$ cat config.mk
export PLATFORM = sky130hd
export DESIGN_NAME = fetch_stage_flat
export DESIGN_NICKNAME = d
export VERILOG_FILES = /design/src/rtl/wisc_pkg.sv /design/src/rtl/fetch_stage_if.sv /design/src/rtl/fetch_skid_buf.sv /design/src/rtl/fetch_stage.sv /design/src/flat_wrapper.sv
export SDC_FILE = /design/constraint.sdc
export NUM_CORES = 1
export LEC_CHECK = 0
export BUFFER_PORTS_ARGS = -buffer_cell sky130_fd_sc_hd__buf_2
export CAP_MARGIN = 20
export CORE_MARGIN = 2
export CORE_UTILIZATION = 44
export CTS_BUF_LIST = sky130_fd_sc_hd__clkbuf_16
export CTS_CLUSTER_SIZE = 40
export DETAILED_ROUTE_END_ITERATION = 8
export PLACE_DENSITY = 0.82
export SLEW_MARGIN = 5
export SYNTH_ARGS = -nofsm -noshare
export SYNTH_HDL_FRONTEND = slang
export SYNTH_SLANG_ARGS = --single-unit
$ cat constraint.sdc
create_clock -name clk -period 2.15 [get_ports clk]
set_input_delay 0.1075 -clock clk [delete_from_list [all_inputs] [get_ports clk]]
set_output_delay 0.1075 -clock clk [all_outputs]
set_load 0.1 [all_outputs]
$ cat src/rtl/wisc_pkg.sv
// Shared WISC definitions: the NOP encoding, PC reset/increment constants and the fetch FSM states.
package wisc_pkg;

  localparam logic [15:0] NOP_INSTR = 16'h0800;
  localparam logic [15:0] PC_INC    = 16'd2;
  localparam logic [15:0] RESET_PC  = 16'h0000;

  typedef enum logic [2:0] {
    ISSUE,
    WAIT,
    DROP,
    HALTED,
    ERROR
  } fetchState_e;

  // Sequential PC; the 16-bit result wraps 0xFFFE -> 0x0000.
  function automatic logic [15:0] pcIncr(input logic [15:0] pc);
    return pc + PC_INC;
  endfunction

endpackage

$ cat src/rtl/fetch_stage_if.sv
// Instruction-memory bus between the fetch stage (master) and the I-side memory (slave).
interface fetch_stage_if;

  logic [15:0] memAddr;
  logic        memRd;
  logic [15:0] memData;
  logic        memDone;
  logic        memErr;

  modport master (
    output memAddr, memRd,
    input  memData, memDone, memErr
  );

  modport slave (
    input  memAddr, memRd,
    output memData, memDone, memErr
  );

endinterface

$ cat src/rtl/fetch_skid_buf.sv
// One-entry buffer parking an instruction that returned while decode was stalled.
// Instantiated by fetch_stage only when FETCH_SKID_EN is defined.
module fetch_skid_buf (
  input  logic        clk,
  input  logic        rst,
  input  logic        load,
  input  logic        clear,
  input  logic        unload,
  input  logic [15:0] loadInstr,
  input  logic [15:0] loadNextPc,
  output logic        full,
  output logic [15:0] instr,
  output logic [15:0] nextPc
);

  // NOTE: sequential state uses non-blocking (<=) so every register samples pre-edge values.
  always_ff @(posedge clk) begin
    if (rst || clear) begin
      full <= 1'b0;
    end else if (load) begin
      full <= 1'b1;
    end else if (unload) begin
      full <= 1'b0;
    end
  end

  // NOTE: the payload is not reset; 'full' qualifies it, so a reset term would only add fan-out.
  always_ff @(posedge clk) begin
    if (load) begin
      instr  <= loadInstr;
      nextPc <= loadNextPc;
    end
  end

endmodule

$ cat src/rtl/fetch_stage.sv
// Instruction fetch stage: one outstanding I-memory read at a time, feeding the IF/ID register.
// Build option FETCH_SKID_EN adds a one-entry skid buffer so one fetch proceeds under stall.
module fetch_stage
  import wisc_pkg::*;
(
  input  logic                 clk,
  input  logic                 rst,
  input  logic                 stall,
  input  logic                 redirect,
  input  logic [15:0]          redirectPc,
  input  logic                 haltIn,
  fetch_stage_if.master        mem,
  output logic [15:0]          instrOut,
  output logic [15:0]          nextPcOut,
  output logic                 valid,
  output logic                 err
);

  fetchState_e state, stateNext;
  logic [15:0] pc, pcNext, pcPlus2;
  logic [15:0] instrNext, nextPcNext;
  logic        validNext, errNext;
  logic        haltPend, haltPendNext;
  logic        issue, forceNop;

  assign pcPlus2     = pcIncr(pc);
  assign mem.memAddr = pc;
  // rst is synchronous, so gate the combinational request to keep the bus quiet during reset.
  assign mem.memRd   = issue & ~rst;

`ifdef FETCH_SKID_EN
  logic        skidLoad, skidClear, skidUnload, skidFull;
  logic [15:0] skidInstr, skidNextPc;

  fetch_skid_buf uSkid (
    .clk        (clk),
    .rst        (rst),
    .load       (skidLoad),
    .clear      (skidClear),
    .unload     (skidUnload),
    .loadInstr  (mem.memData),
    .loadNextPc (pcPlus2),
    .full       (skidFull),
    .instr      (skidInstr),
    .nextPc     (skidNextPc)
  );
`endif

  always_comb begin
    // NOTE: every value written here gets a default first; a path that skipped one would infer a latch.
    stateNext    = state;
    pcNext       = pc;
    instrNext    = instrOut;
    nextPcNext   = nextPcOut;
    validNext    = valid;
    errNext      = err;
    haltPendNext = haltPend;
    issue        = 1'b0;
    forceNop     = 1'b0;
`ifdef FETCH_SKID_EN
    skidLoad     = 1'b0;
    skidClear    = 1'b0;
    skidUnload   = 1'b0;
`endif

    // An edge that delivers nothing drains IF/ID to a bubble unless decode is holding it.
    if (!stall) begin
      instrNext = NOP_INSTR;
      validNext = 1'b0;
    end

    unique case (state)
      ISSUE: begin
        if (redirect) begin
          pcNext   = redirectPc;
          forceNop = 1'b1;
`ifdef FETCH_SKID_EN
          skidClear = 1'b1;
`endif
        end else if (haltIn) begin
          stateNext = HALTED;
          forceNop  = 1'b1;
`ifdef FETCH_SKID_EN
          skidClear = 1'b1;
`endif
        end
`ifdef FETCH_SKID_EN
        else if (skidFull) begin
          if (!stall) begin
            instrNext  = skidInstr;
            nextPcNext = skidNextPc;
            validNext  = 1'b1;
            pcNext     = skidNextPc;
            skidUnload = 1'b1;
          end
        end else begin
          issue     = 1'b1;
          stateNext = WAIT;
        end
`else
        else if (!stall) begin
          issue     = 1'b1;
          stateNext = WAIT;
        end
`endif
      end

      WAIT: begin
        if (redirect) begin
          pcNext    = redirectPc;
          forceNop  = 1'b1;
          stateNext = mem.memDone ? ISSUE : DROP;
        end else if (mem.memDone) begin
          stateNext = ISSUE;
          if (haltIn) begin
            // The word behind a HALT is dead, so its data and any fault are dropped.
            stateNext = HALTED;
            forceNop  = 1'b1;
          end else if (mem.memErr) begin
            stateNext = ERROR;
            errNext   = 1'b1;
            forceNop  = 1'b1;
          end else if (stall) begin
`ifdef FETCH_SKID_EN
            skidLoad = 1'b1;
`endif
            // Without the skid buffer PC stays put and the same word is refetched after the stall.
          end else begin
            instrNext  = mem.memData;
            nextPcNext = pcPlus2;
            validNext  = 1'b1;
            pcNext     = pcPlus2;
          end
        end else if (haltIn) begin
          stateNext    = DROP;
          haltPendNext = 1'b1;
        end
      end

      DROP: begin
        if (redirect) begin
          pcNext       = redirectPc;
          forceNop     = 1'b1;
          haltPendNext = 1'b0;
          if (mem.memDone) stateNext = ISSUE;
        end else if (mem.memDone) begin
          haltPendNext = 1'b0;
          if (haltPend) begin
            stateNext = HALTED;
            forceNop  = 1'b1;
          end else begin
            stateNext = ISSUE;
          end
        end else if (haltIn) begin
          haltPendNext = 1'b1;
        end
      end

      HALTED, ERROR: forceNop = 1'b1;

      default: stateNext = ISSUE;
    endcase

    if (forceNop) begin
      instrNext = NOP_INSTR;
      validNext = 1'b0;
    end
  end

  always_ff @(posedge clk) begin
    if (rst) begin
      state     <= ISSUE;
      pc        <= RESET_PC;
      instrOut  <= NOP_INSTR;
      nextPcOut <= RESET_PC;
      valid     <= 1'b0;
      err       <= 1'b0;
      haltPend  <= 1'b0;
    end else begin
      state     <= stateNext;
      pc        <= pcNext;
      instrOut  <= instrNext;
      nextPcOut <= nextPcNext;
      valid     <= validNext;
      err       <= errNext;
      haltPend  <= haltPendNext;
    end
  end

endmodule

$ cat src/flat_wrapper.sv
// flat-port wrapper written by rule: the top's interface ports become plain ports
module fetch_stage_flat import wisc_pkg::*;
  (clk, rst, stall, redirect, redirectPc, haltIn, instrOut, nextPcOut, valid, err, mem_memAddr, mem_memRd, mem_memData, mem_memDone, mem_memErr);
  fetch_stage_if mem_i ();
  input  logic clk;
  input  logic rst;
  input  logic stall;
  input  logic redirect;
  input  logic [15:0] redirectPc;
  input  logic haltIn;
  output logic [15:0] instrOut;
  output logic [15:0] nextPcOut;
  output logic valid;
  output logic err;
  output wire logic [$bits(mem_i.memAddr)-1:0] mem_memAddr;
  output wire logic [$bits(mem_i.memRd)-1:0] mem_memRd;
  input wire logic [$bits(mem_i.memData)-1:0] mem_memData;
  input wire logic [$bits(mem_i.memDone)-1:0] mem_memDone;
  input wire logic [$bits(mem_i.memErr)-1:0] mem_memErr;
  assign mem_memAddr = mem_i.memAddr;
  assign mem_memRd = mem_i.memRd;
  assign mem_i.memData = mem_memData;
  assign mem_i.memDone = mem_memDone;
  assign mem_i.memErr = mem_memErr;
  fetch_stage u_core (.clk(clk), .rst(rst), .stall(stall), .redirect(redirect), .redirectPc(redirectPc), .haltIn(haltIn), .mem(mem_i), .instrOut(instrOut), .nextPcOut(nextPcOut), .valid(valid), .err(err));
endmodule
# Yosys cells after proc, flatten, opt, wreduce, memory -nomap -nowiden
# Index checks and enable logic that the tools add are counted.
# totals
reg_bits	54
in_bits	39
# classes
eq_ne	15
mux	55
n_reduce_logical	11
bitwise_logic	7
add_sub_neg	1
# op_table
cell	count
two-way mux 16 bit	13
two-way mux 3 bit	11
one-hot mux 16 bit (2 select lines)	1
two-way mux 1 bit	25
adder 16 x 2 -> 16 bit (second input constant)	1
!= test 3 bit (second input constant)	5
one-hot mux 3 bit (4 select lines)	1
AND reduction 6 bit	2
AND reduction 5 bit	2
!= test 2 bit (second input constant)	4
== test 3 x 2 -> 1 bit (second input constant)	2
NOT 1 bit	6
OR reduction 2 bit	3
two-way mux 2 bit	2
!= test 4 bit (second input constant)	1
one-hot mux 1 bit (4 select lines)	1
nonzero test 2 bit	2
== test 3 x 1 -> 1 bit (second input constant)	1
== test 3 bit (second input constant)	1
logical NOT 3 bit	1
AND reduction 3 bit	1
!= test 2 x 1 -> 1 bit (second input constant)	1
one-hot mux 1 bit (2 select lines)	1
bitwise AND 1 bit	1

# Longest topological paths before layout
# Gate-level depths: netlist of the first run.
# depth
depth_word	7
mapped_depth	8

# Worst setup path before layout of the first run
# OpenSTA, ideal clock, no wires.
# synth_timing
kind	register to output
startpoint	register u_core.state[2]
endpoint	output port mem_memRd
arrival_time_ns	3.785
n_path_buf	1
slack_ns	-1.742
path_stages_with_launch	4
required_time_ns	2.043
path_cell_list	dfxtp_1 > buf_6 > or4_4 > nor4_1
# synth_via
elab_chain_cells	3
# synth_rtl
element	line	rtl
start: declaration	fetch_stage.sv:19	fetchState_e state, stateNext;
start signal: assignment	fetch_stage.sv:180	state <= stateNext;
logical NOT 3 bit	fetch_stage.sv:72	unique case (state)
two-way mux 1 bit	fetch_stage.sv:72	
bitwise AND 1 bit	fetch_stage.sv:29	assign mem.memRd = issue & ~rst;
end: declaration	flat_wrapper.sv:16	output wire logic [$bits(mem_i.memRd)-1:0] mem_memRd;
# No other way between the ends.

# Final worst setup path of the first run
# layout_timing
startpoint	register u_core.state[2]
endpoint	register u_core.pc[10] (netlist: u_core.mem.memAddr[10])
# layout_via
elab_chain_cells	4
elab_cells_between_ends	12
cone_classes	eq/ne (7); mux (1); reduce/logical (4)
# layout_rtl
element	line	rtl
== test 3 x 2 -> 1 bit / logical NOT 3 bit (equally long branches)	fetch_stage.sv:72	
OR reduction 2 bit (no source line)	-	
!= test 2 x 1 -> 1 bit (no source line) / nonzero test 2 bit (equally long branches)	-	
AND reduction 6 bit (no source line)	-	
end signal: assignment	fetch_stage.sv:181	pc <= pcNext;
end: declaration	fetch_stage.sv:20	logic [15:0] pc, pcNext, pcPlus2;
# Several ways; a longest one is shown, not always the timed one.
# A chain may end at the register's enable or synchronous reset.

==> impl_metrics.tcl, run 1 <==
set metrics [dict create \
    outcome "complete, no violations" \
    postCtsSetupRepairBufs 0 \
    worst_clock_skew_ns 0.00672 \
    synthToLayoutAreaGrowth_pct 30.3 \
    r2r_start "u_core.state[2]$_SDFFE_PP0P_" \
    grt_overflow_total 0 \
    coreArea_sq_um 5510 \
    fillers 489 \
    die_h_um 79.3 \
    cts_hold_buf 0 \
    synth-async-reset-ratio 0 \
    cts_root_buffer "clkbuf_16" \
    critical_path_required_ns 2.34 \
    total_power_mw 2.50 \
    layout-drive-gt1-share 0.320 \
    avgRoutedWirePerCell_um 14.2 \
    cp-end-kind "register" \
    grt_pass1_wl_um 10700 \
    antenna_found_initial 0 \
    ys_warn_count 0 \
    ys_top_cells_by_area "dfxtp_1 (43%), nor2_1 (6.8%), a22oi_1 (4.8%)" \
    final_nets 430 \
    synth_fp_nets 343 \
    clk_pin_slew_worst_paths_ns 0.07 \
    io_pins 90 \
    crit_path_max_incr_delay_ns 0.58 \
    synth_edf_count 0 \
    first_global_vias 2295 \
    die_area_sq_um 6290 \
    drcViolationCount 0 \
    path_class "reg2reg" \
    routed_wl_um 6580 \
    routed_via_density 5.57 \
    drv_slew 0 \
    drt-initial-drc-count 200 \
    p_leak_nw 1.36 \
    maxSlewHeadroom 0.609 \
    stdcell_count 463 \
    synth-seq-cells 54 \
    num_rows 27 \
    setup_viol 0 \
    fmax_mhz 482 \
    gp_congestion 0.874 \
    dpl.cell_count 455 \
    vias 2577 \
    synthCells 303 \
    die_w_um 79.3 \
    rsz0062_at_grt "false" \
    cts_buffer_depth 2 \
    fin_crit_ns 2.08 \
    ctsHtreeMaxLevel 2 \
    synth-seq-area-share 0.433 \
    worstPathCellList "or4_4 > or4b_1 > buf_6 > a41oi_1 > o21ai_0 > o311ai_1" \
    cts_buffers 5 \
    cp_data_arrival_time_ns 2.26 \
    synth_flop_cell "dfxtp_1" \
    grt_max_degree 48 \
    cp-start-kind "register" \
    max-cap-violations 0 \
    clkSinkCount 54 \
    cts_tree "yes" \
    io_buffer_count 89 \
    synth_largest_area_cell "dfxtp_1" \
    dp_hpwl_um 4650 \
    synth_common_cells "dfxtp_1 (54), nor2_1 (45), nand2_1 (24)" \
    syn_area_sq_um 2490 \
    postRouteAntennaNets 0 \
    synth_top_area_frac 0.433 \
    power.density_nw_per_um2 770 \
    grt_use_total 0.214 \
    vdd_ir_drop_max_uv 397 \
    timing_hold_violations_final 0 \
    crit_slowest_cell "or4_4" \
    insertion_delay_ns 0.29 \
    start_util 0.453 \
    yosysMostFrequentCell "dfxtp_1" \
    crit_start "u_core.state[2]$_SDFFE_PP0P_" \
    fin_tns_setup_ns 0 \
    syn_area_per_cell_sq_um 8.23 \
    drt_pass1_iterations 5 \
    min_path_type "in2reg" \
    hp-start "redirectPc[12]" \
    min_period_over_period 0.965 \
    cp_max_fo 15 \
    diodes 0 \
    netlist-cell-type-count 48 \
    worst_pin_slew_ns 0.584 \
]
[metal layers]
layer	GRT usage	up-vias	part of all wire
met5	0	-	0
met3	0.0489	8	0.061
met1	0.272	1206	0.43
met4	0.0724	0	0.015
met2	0.358	95	0.49
li1	-	1268	-
[metrics by stage]
stage               utilization  area, sq um  hold WS, ns  worst slack, ns
floorplan                     -         2520        0.223           0.0107
global placement          0.559         3080        0.316           0.0860
detailed placement        0.559         3080        0.314           0.0781
CTS                       0.589         3240       0.0229           0.0602
global route              0.590         3250       0.0310          0.00998
finish                    0.590         3250       0.0168           0.0748
[cell type report]
class / count / area [sq um] / share of cell area
clock buffer: 5 / 125 / 0.0385
clock inverter: 3 / 42.5 / 0.0131
inverter: 9 / 33.8 / 0.0104
multi-input combinational: 216 / 1290 / 0.397
sequential: 54 / 1090 / 0.336
tap: 72 / 90.1 / 0.0277
timing repair buffer: 104 / 574 / 0.177
[report_power, final]
group | total [mW] | switching (mW) | internal (mW)
Clock | 0.915 | 0.365 | 0.550
Combinational | 0.493 | 0.357 | 0.136
Sequential | 1.09 | 0.0566 | 1.04
Total | 2.50 | 0.779 | 1.72
[timing repair]
action                                  in CTS  in global routing
gates resized for setup                      0                  2
endpoints found under the setup margin       0                  3
endpoints found under the hold margin        0                  0
[worst max-delay path, delay by kind of cell (launching register included)]
kind | cells | cell delay [ns]
AO/OA/AOI/OAI | 3 | 0.37
flip-flops | 1 | 0.32
AND/OR/NAND/NOR | 2 | 1.12
buffers and inverters | 1 | 0.17
[cells in the final DEF (no fill, tap or decap), types with 5 or more instances in the layout]
cell type | synthesis | final
a211oi_1 | 13 | 13
a21oi_1 | 20 | 20
a22oi_1 | 16 | 16
buf_2 | 4 | 89
buf_4 | 1 | 13
clkbuf_16 | 0 | 5
dfxtp_1 | 54 | 44
dfxtp_2 | 0 | 10
inv_1 | 9 | 9
nand2_1 | 24 | 24
nand3_1 | 10 | 10
nor2_1 | 45 | 45
o21ai_0 | 16 | 16
o311ai_1 | 7 | 7
xor2_1 | 9 | 9
[cells by family (layout without fill, tap and decap cells)]
family	Yosys count	count (layout)	synth area share
compound gates	93	93	0.249
flops	54	54	0.433
xor+xnor	13	13	0.0456
mux	1	1	0.00401
fa+ha+maj	1	1	0.00501
simple gates	108	108	0.204
buf+inv	33	121	0.0592
[path summary, 6_finish.rpt]
kind	endpoint	slack, ns	depth (start not counted)
max	u_core.mem.memAddr[10]$_SDFFE_PP0P_	0.07	6
min	u_core.mem.memAddr[12]$_SDFFE_PP0P_	0.02	3
max reg2reg	u_core.mem.memAddr[10]$_SDFFE_PP0P_	0.07	6
min reg2reg	u_core.err$_SDFFE_PP0P_	0.44	2
No activity file was read; power rests on OpenSTA's default activity.
==> run 2: changes to the inputs <==
--- a/config.mk
+++ b/config.mk
@@ -9,7 +9,6 @@
 export CAP_MARGIN = 20
 export CORE_MARGIN = 2
 export CORE_UTILIZATION = 44
-export CTS_BUF_LIST = sky130_fd_sc_hd__clkbuf_16
 export CTS_CLUSTER_SIZE = 40
 export DETAILED_ROUTE_END_ITERATION = 8
 export PLACE_DENSITY = 0.82
==> impl_metrics.tcl, run 2 (synthesized netlist as in run 1, its figures left out) <==
set metrics [dict create \
    ctsHtreeMaxLevel 2 \
    gp_congestion 0.874 \
    p_sw_mw 0.758 \
    layout-drive-gt1-share 0.320 \
    dp_slack_ns 0.0781 \
    p_int_mw 1.56 \
    start_util 0.453 \
    postRouteAntennaNets 0 \
    clk_pin_slew_worst_paths_ns 0.10 \
    dpl_cell_area_sq_um 3080 \
    fin_hold_ws_ns 0.00491 \
    worstHoldPathCells 3 \
    r2r_start "u_core.state[2]$_SDFFE_PP0P_" \
    num_rows 27 \
    first_global_vias 2284 \
    critical_path_required_ns 2.36 \
    min_period_over_period 0.968 \
    seq_power_share 0.472 \
    fillers 496 \
    min_path_type "in2reg" \
    rsz0062_at_grt "false" \
    pwr-share-comb 0.213 \
    outcome "complete, no violations" \
    holdPathEnd "u_core.mem.memAddr[13]$_SDFFE_PP0P_" \
    grt_overflow_total 0 \
    insertion_delay_ns 0.32 \
    fin_ws_ns 0.0691 \
    io_buffer_count 89 \
    synthToLayoutAreaGrowth_pct 29.6 \
    vias 2587 \
    cts_buffer_depth 2 \
    reg2reg_to "u_core.mem.memAddr[10]$_SDFFE_PP0P_" \
    fin_crit_ns 2.08 \
    max-cap-violations 0 \
    cts_root_buffer "clkbuf_8" \
    coreArea_sq_um 5510 \
    grt_max_degree 48 \
    hp-start "redirectPc[13]" \
    die_h_um 79.3 \
    fin_tns_setup_ns 0 \
    worst_clock_skew_ns 0.0136 \
    final_nets 433 \
    dp_hpwl_um 4650 \
    routed_wl_um 6490 \
    worst_pin_slew_ns 0.555 \
    design_area_sq_um 3230 \
    clkPwrFrac 0.315 \
    avgRoutedWirePerCell_um 13.9 \
    p_leak_nw 1.35 \
    cp_data_arrival_time_ns 2.30 \
    cp_max_fo 15 \
    cp-end-kind "register" \
    vdd_ir_drop_max_uv 339 \
    die_w_um 79.3 \
    power.density_nw_per_um2 717 \
    io_pins 90 \
    maxSlewHeadroom 0.629 \
    routed_via_density 5.55 \
    die_area_sq_um 6290 \
    fmax_mhz 481 \
    postCtsSetupRepairBufs 0 \
    path_class "reg2reg" \
    setup_viol 0 \
    cp-start-kind "register" \
    drcViolationCount 0 \
    cts_buffers 5 \
    antenna_found_initial 0 \
    final_cell_mix "buf_2 (89), nor2_1 (45), dfxtp_1 (44)" \
    drt_pass1_iterations 4 \
    drt-initial-drc-count 176 \
    diodes 0 \
    cts_tree "yes" \
    drv_slew 0 \
    switching_share 0.327 \
    grt_use_total 0.214 \
    reg2reg_depth 6 \
    layout_commonest_cell "buf_2" \
    grt_pass1_wl_um 10700 \
    timing_hold_violations_final 0 \
    clkSinkCount 54 \
    reg2reg_slack_ns 0.07 \
]
-- run 2: layout make-up --
cell class	instances	area, sq um	area share
Multi-Input combinational cell	216	1290	0.399
Sequential cell	54	1090	0.338
Timing Repair Buffer	107	604	0.187
Tap cell	72	90.1	0.0279
Clock buffer	6	82.6	0.0255
Clock inverter	2	38.8	0.0120
Inverter	9	33.8	0.0104
-- run 2: worst max-delay path: stages, from the launching register on --
cell and delay, ns:
dfxtp_1 0.33, or4_4 0.58, or4b_1 0.54, buf_6 0.17, a41oi_1 0.16, o21ai_0 0.10, o311ai_1 0.11
-- run 2: power groups by stage --
stage	combinational, mW	clock [mW]	sequential (mW)
after floorplan	0.193	0	1.28
after global placement	0.483	0	1.11
after detailed placement	0.489	0	1.11
after CTS	0.495	0.745	1.09
after global routing	0.532	0.790	1.10
final	0.495	0.730	1.09
-- run 2: how the worst max path moves through the flow --
stage                            startpoint                             endpoint  slack (ns)  cells past startpoint
5_1_grt        u_core.state[2]$_SDFFE_PP0P_  u_core.mem.memAddr[10]$_SDFFE_PP0P_       0.009                      6
3_5_place_dp   u_core.state[2]$_SDFFE_PP0P_   u_core.mem.memAddr[4]$_SDFFE_PP0P_        0.08                      4
2_1_floorplan  u_core.state[2]$_SDFFE_PP0P_  u_core.mem.memAddr[13]$_SDFFE_PP0P_        0.01                      8
3_3_place_gp   u_core.state[2]$_SDFFE_PP0P_   u_core.mem.memAddr[4]$_SDFFE_PP0P_        0.09                      4
4_1_cts        u_core.state[2]$_SDFFE_PP0P_   u_core.mem.memAddr[4]$_SDFFE_PP0P_        0.05                      4
6_report       u_core.state[2]$_SDFFE_PP0P_  u_core.mem.memAddr[10]$_SDFFE_PP0P_        0.07                      6
-- run 2: timing repair --
item	CTS	global route
gates resized for setup	0	2
hold buffers	3	0
endpoints found under the hold margin	3	0
setup endpoints to repair	0	3
-- run 2: per-layer routing --
metal  global-route usage  wire (um)  up-vias  share of wire
met1                0.278       2820     1211           0.43
met2                0.353       3160       92           0.49
met5                    0          0        -              0
met3               0.0500        443        5          0.068
li1                     -          -     1279              -
met4               0.0672         72        0          0.011
-- run 2: stage by stage --
stage	utilization	std cells	power, mW
2_1_floorplan	-	303	1.48
3_3_place_gp	0.559	455	1.60
3_5_place_dp	0.559	455	1.60
4_1_cts	0.586	466	2.33
5_1_grt	0.587	466	2.42
6_report	0.587	466	2.32
==> run 3: changes to the inputs <==
--- a/config.mk
+++ b/config.mk
@@ -8,10 +8,10 @@
 export BUFFER_PORTS_ARGS = -buffer_cell sky130_fd_sc_hd__buf_2
 export CAP_MARGIN = 20
 export CORE_MARGIN = 2
-export CORE_UTILIZATION = 44
+export CORE_UTILIZATION = 49
 export CTS_CLUSTER_SIZE = 40
 export DETAILED_ROUTE_END_ITERATION = 8
-export PLACE_DENSITY = 0.82
+export PLACE_DENSITY = 0.86
 export SLEW_MARGIN = 5
 export SYNTH_ARGS = -nofsm -noshare
 export SYNTH_HDL_FRONTEND = slang
==> constraint.sdc (replaced) <==
create_clock -name clk -period 2 [get_ports clk]
set_input_delay 0.1 -clock clk [delete_from_list [all_inputs] [get_ports clk]]
set_output_delay 0.1 -clock clk [all_outputs]
set_load 0.1 [all_outputs]
==> impl_metrics.tcl, run 3 (synthesized netlist as in run 1, its figures left out) <==
set metrics [dict create \
    outcome "complete, no violations" \
    crit_path_max_incr_delay_ns 0.57 \
    worst_clock_skew_ns 0.00934 \
    insertion_delay_ns 0.32 \
    clk_pin_slew_worst_paths_ns 0.11 \
    cp_data_arrival_time_ns 2.16 \
    cp-end-kind "register" \
    dpl.cell_count 452 \
    die_w_um 75.4 \
    antenna_found_initial 0 \
    vdd_ir_drop_max_uv 436 \
    drt-initial-drc-count 238 \
    cts_root_buffer "clkbuf_8" \
    drv_slew 0 \
    cp.depth 6 \
    path_class "reg2reg" \
    min_path_type "in2reg" \
    stdcell_count 465 \
    crit_path_end "u_core.mem.memAddr[10]$_SDFFE_PP0P_" \
    avgRoutedWirePerCell_um 14.6 \
    routed_via_density 5.69 \
    dp_hpwl_um 4680 \
    fin_hold_ws_ns 0.00633 \
    max-cap-violations 0 \
    gp_congestion 0.978 \
    postCtsSetupRepairBufs 0 \
    die_area_sq_um 5680 \
    grt_pass1_wl_um 10100 \
    cts_tree "yes" \
    ctsHtreeMaxLevel 2 \
    die_h_um 75.4 \
    final_cell_mix "buf_2 (89), nor2_1 (45), dfxtp_1 (40)" \
    design_area_sq_um 3290 \
    grt_use_total 0.229 \
    dp_slack_ns 0.0492 \
    drt_pass1_iterations 5 \
    fmax_mhz 512 \
    io_pins 90 \
    grt_overflow_total 0 \
    worstPathCellList "or4_4 > or4b_4 > buf_12 > a41oi_1 > o21ai_1 > o311ai_1" \
    first_global_vias 2278 \
    start_util 0.518 \
    reg2reg_slack_ns 0.05 \
    fin_util 0.683 \
    cts_buffers 5 \
    critPathBufInv 1 \
    final_nets 437 \
    maxSlewHeadroom 0.596 \
    routed_wl_um 6790 \
    min_period_over_period 0.976 \
    layout_commonest_cell "buf_2" \
    vias 2648 \
    total_power_mw 2.37 \
    io_buffer_count 89 \
    power.density_nw_per_um2 721 \
    reg2reg_to "u_core.mem.memAddr[10]$_SDFFE_PP0P_" \
    cp-start-kind "register" \
    cts_buffer_depth 2 \
    postRouteAntennaNets 0 \
    grt_max_degree 50 \
    critical_path_required_ns 2.21 \
    fin_crit_ns 1.95 \
    setup_viol 0 \
    layout-drive-gt1-share 0.339 \
    cp_max_fo 15 \
    drcViolationCount 0 \
    reg2reg_depth 6 \
    worst_pin_slew_ns 0.603 \
    clkSinkCount 54 \
    p_leak_nw 1.37 \
    dpl_cell_area_sq_um 3090 \
    crit_start "u_core.state[2]$_SDFFE_PP0P_" \
    timing_hold_violations_final 0 \
    coreArea_sq_um 4820 \
    fin_tns_setup_ns 0 \
    synthToLayoutAreaGrowth_pct 31.8 \
    fin_ws_ns 0.0483 \
    crit_slowest_cell "or4b_4" \
    num_rows 25 \
    worstHoldPathCells 3 \
    r2r_start "u_core.state[2]$_SDFFE_PP0P_" \
    cp_top_family "simple AND/OR/NAND/NOR gates" \
    diodes 0 \
]
run 3: cell count changes in the layout (fill, tap and decap cells not counted), moves of 2 or more:
| cell | before | now |
|---|---|---|
| buf_4 | 13 | 15 |
| dfxtp_1 | 44 | 40 |
| dfxtp_2 | 10 | 13 |
| o21ai_0 | 16 | 14 |
| o21ai_1 | 2 | 4 |
run 3: repair_timing:
action / 4_1_cts / 5_1_grt
endpoints found under the setup margin: 0 / 6
hold buffers: 4 / 0
hold endpoints to repair: 4 / 0
gates resized for setup: 0 / 10
run 3: worst min-delay path: cells and delay by family:
family / cells / cell delay [ns]
AOI/OAI and AO/OA: 1 / 0.05
and+or+nand+nor: 1 / 0.07
buffers and inverters: 1 / 0.07
run 3: worst min-delay path by stage:
stage	to	slack [ns]	startpoint
2_1_floorplan	u_core.mem.memAddr[10]$_SDFFE_PP0P_	0.22	redirectPc[10]
3_3_place_gp	u_core.mem.memAddr[12]$_SDFFE_PP0P_	0.31	redirectPc[12]
3_5_place_dp	u_core.mem.memAddr[14]$_SDFFE_PP0P_	0.31	redirectPc[14]
4_1_cts	u_core.mem.memAddr[15]$_SDFFE_PP0P_	0.002	redirectPc[15]
5_1_grt	register	0.01	mem_memData[15]
6_report	register	0.006	mem_memData[1]
run 3: per-layer routing:
| metal | up-vias | part of all wire | wire, um | GRT usage |
|---|---|---|---|---|
| met4 | 0 | 0.020 | 134 | 0.0741 |
| met3 | 15 | 0.072 | 492 | 0.0410 |
| met5 | - | 0 | 0 | 0 |
| li1 | 1281 | - | - | - |
| met2 | 123 | 0.51 | 3450 | 0.386 |
| met1 | 1229 | 0.40 | 2710 | 0.297 |
run 3: where the power goes:
group | total, mW | switching, mW | internal [mW]
clock | 0.651 | 0.389 | 0.263
sequential | 1.18 | 0.0647 | 1.12
combinational | 0.537 | 0.384 | 0.153
total | 2.37 | 0.838 | 1.53
run 3: final cells by class:
class	count	area, sq um
flip-flops and latches	54	1100
multi-input cells	216	1320
clock buffers	5	68.8
clock inverters	3	28.8
repair buffers	111	654
fillers	419	1530
inverters	9	33.8
well taps	67	83.8
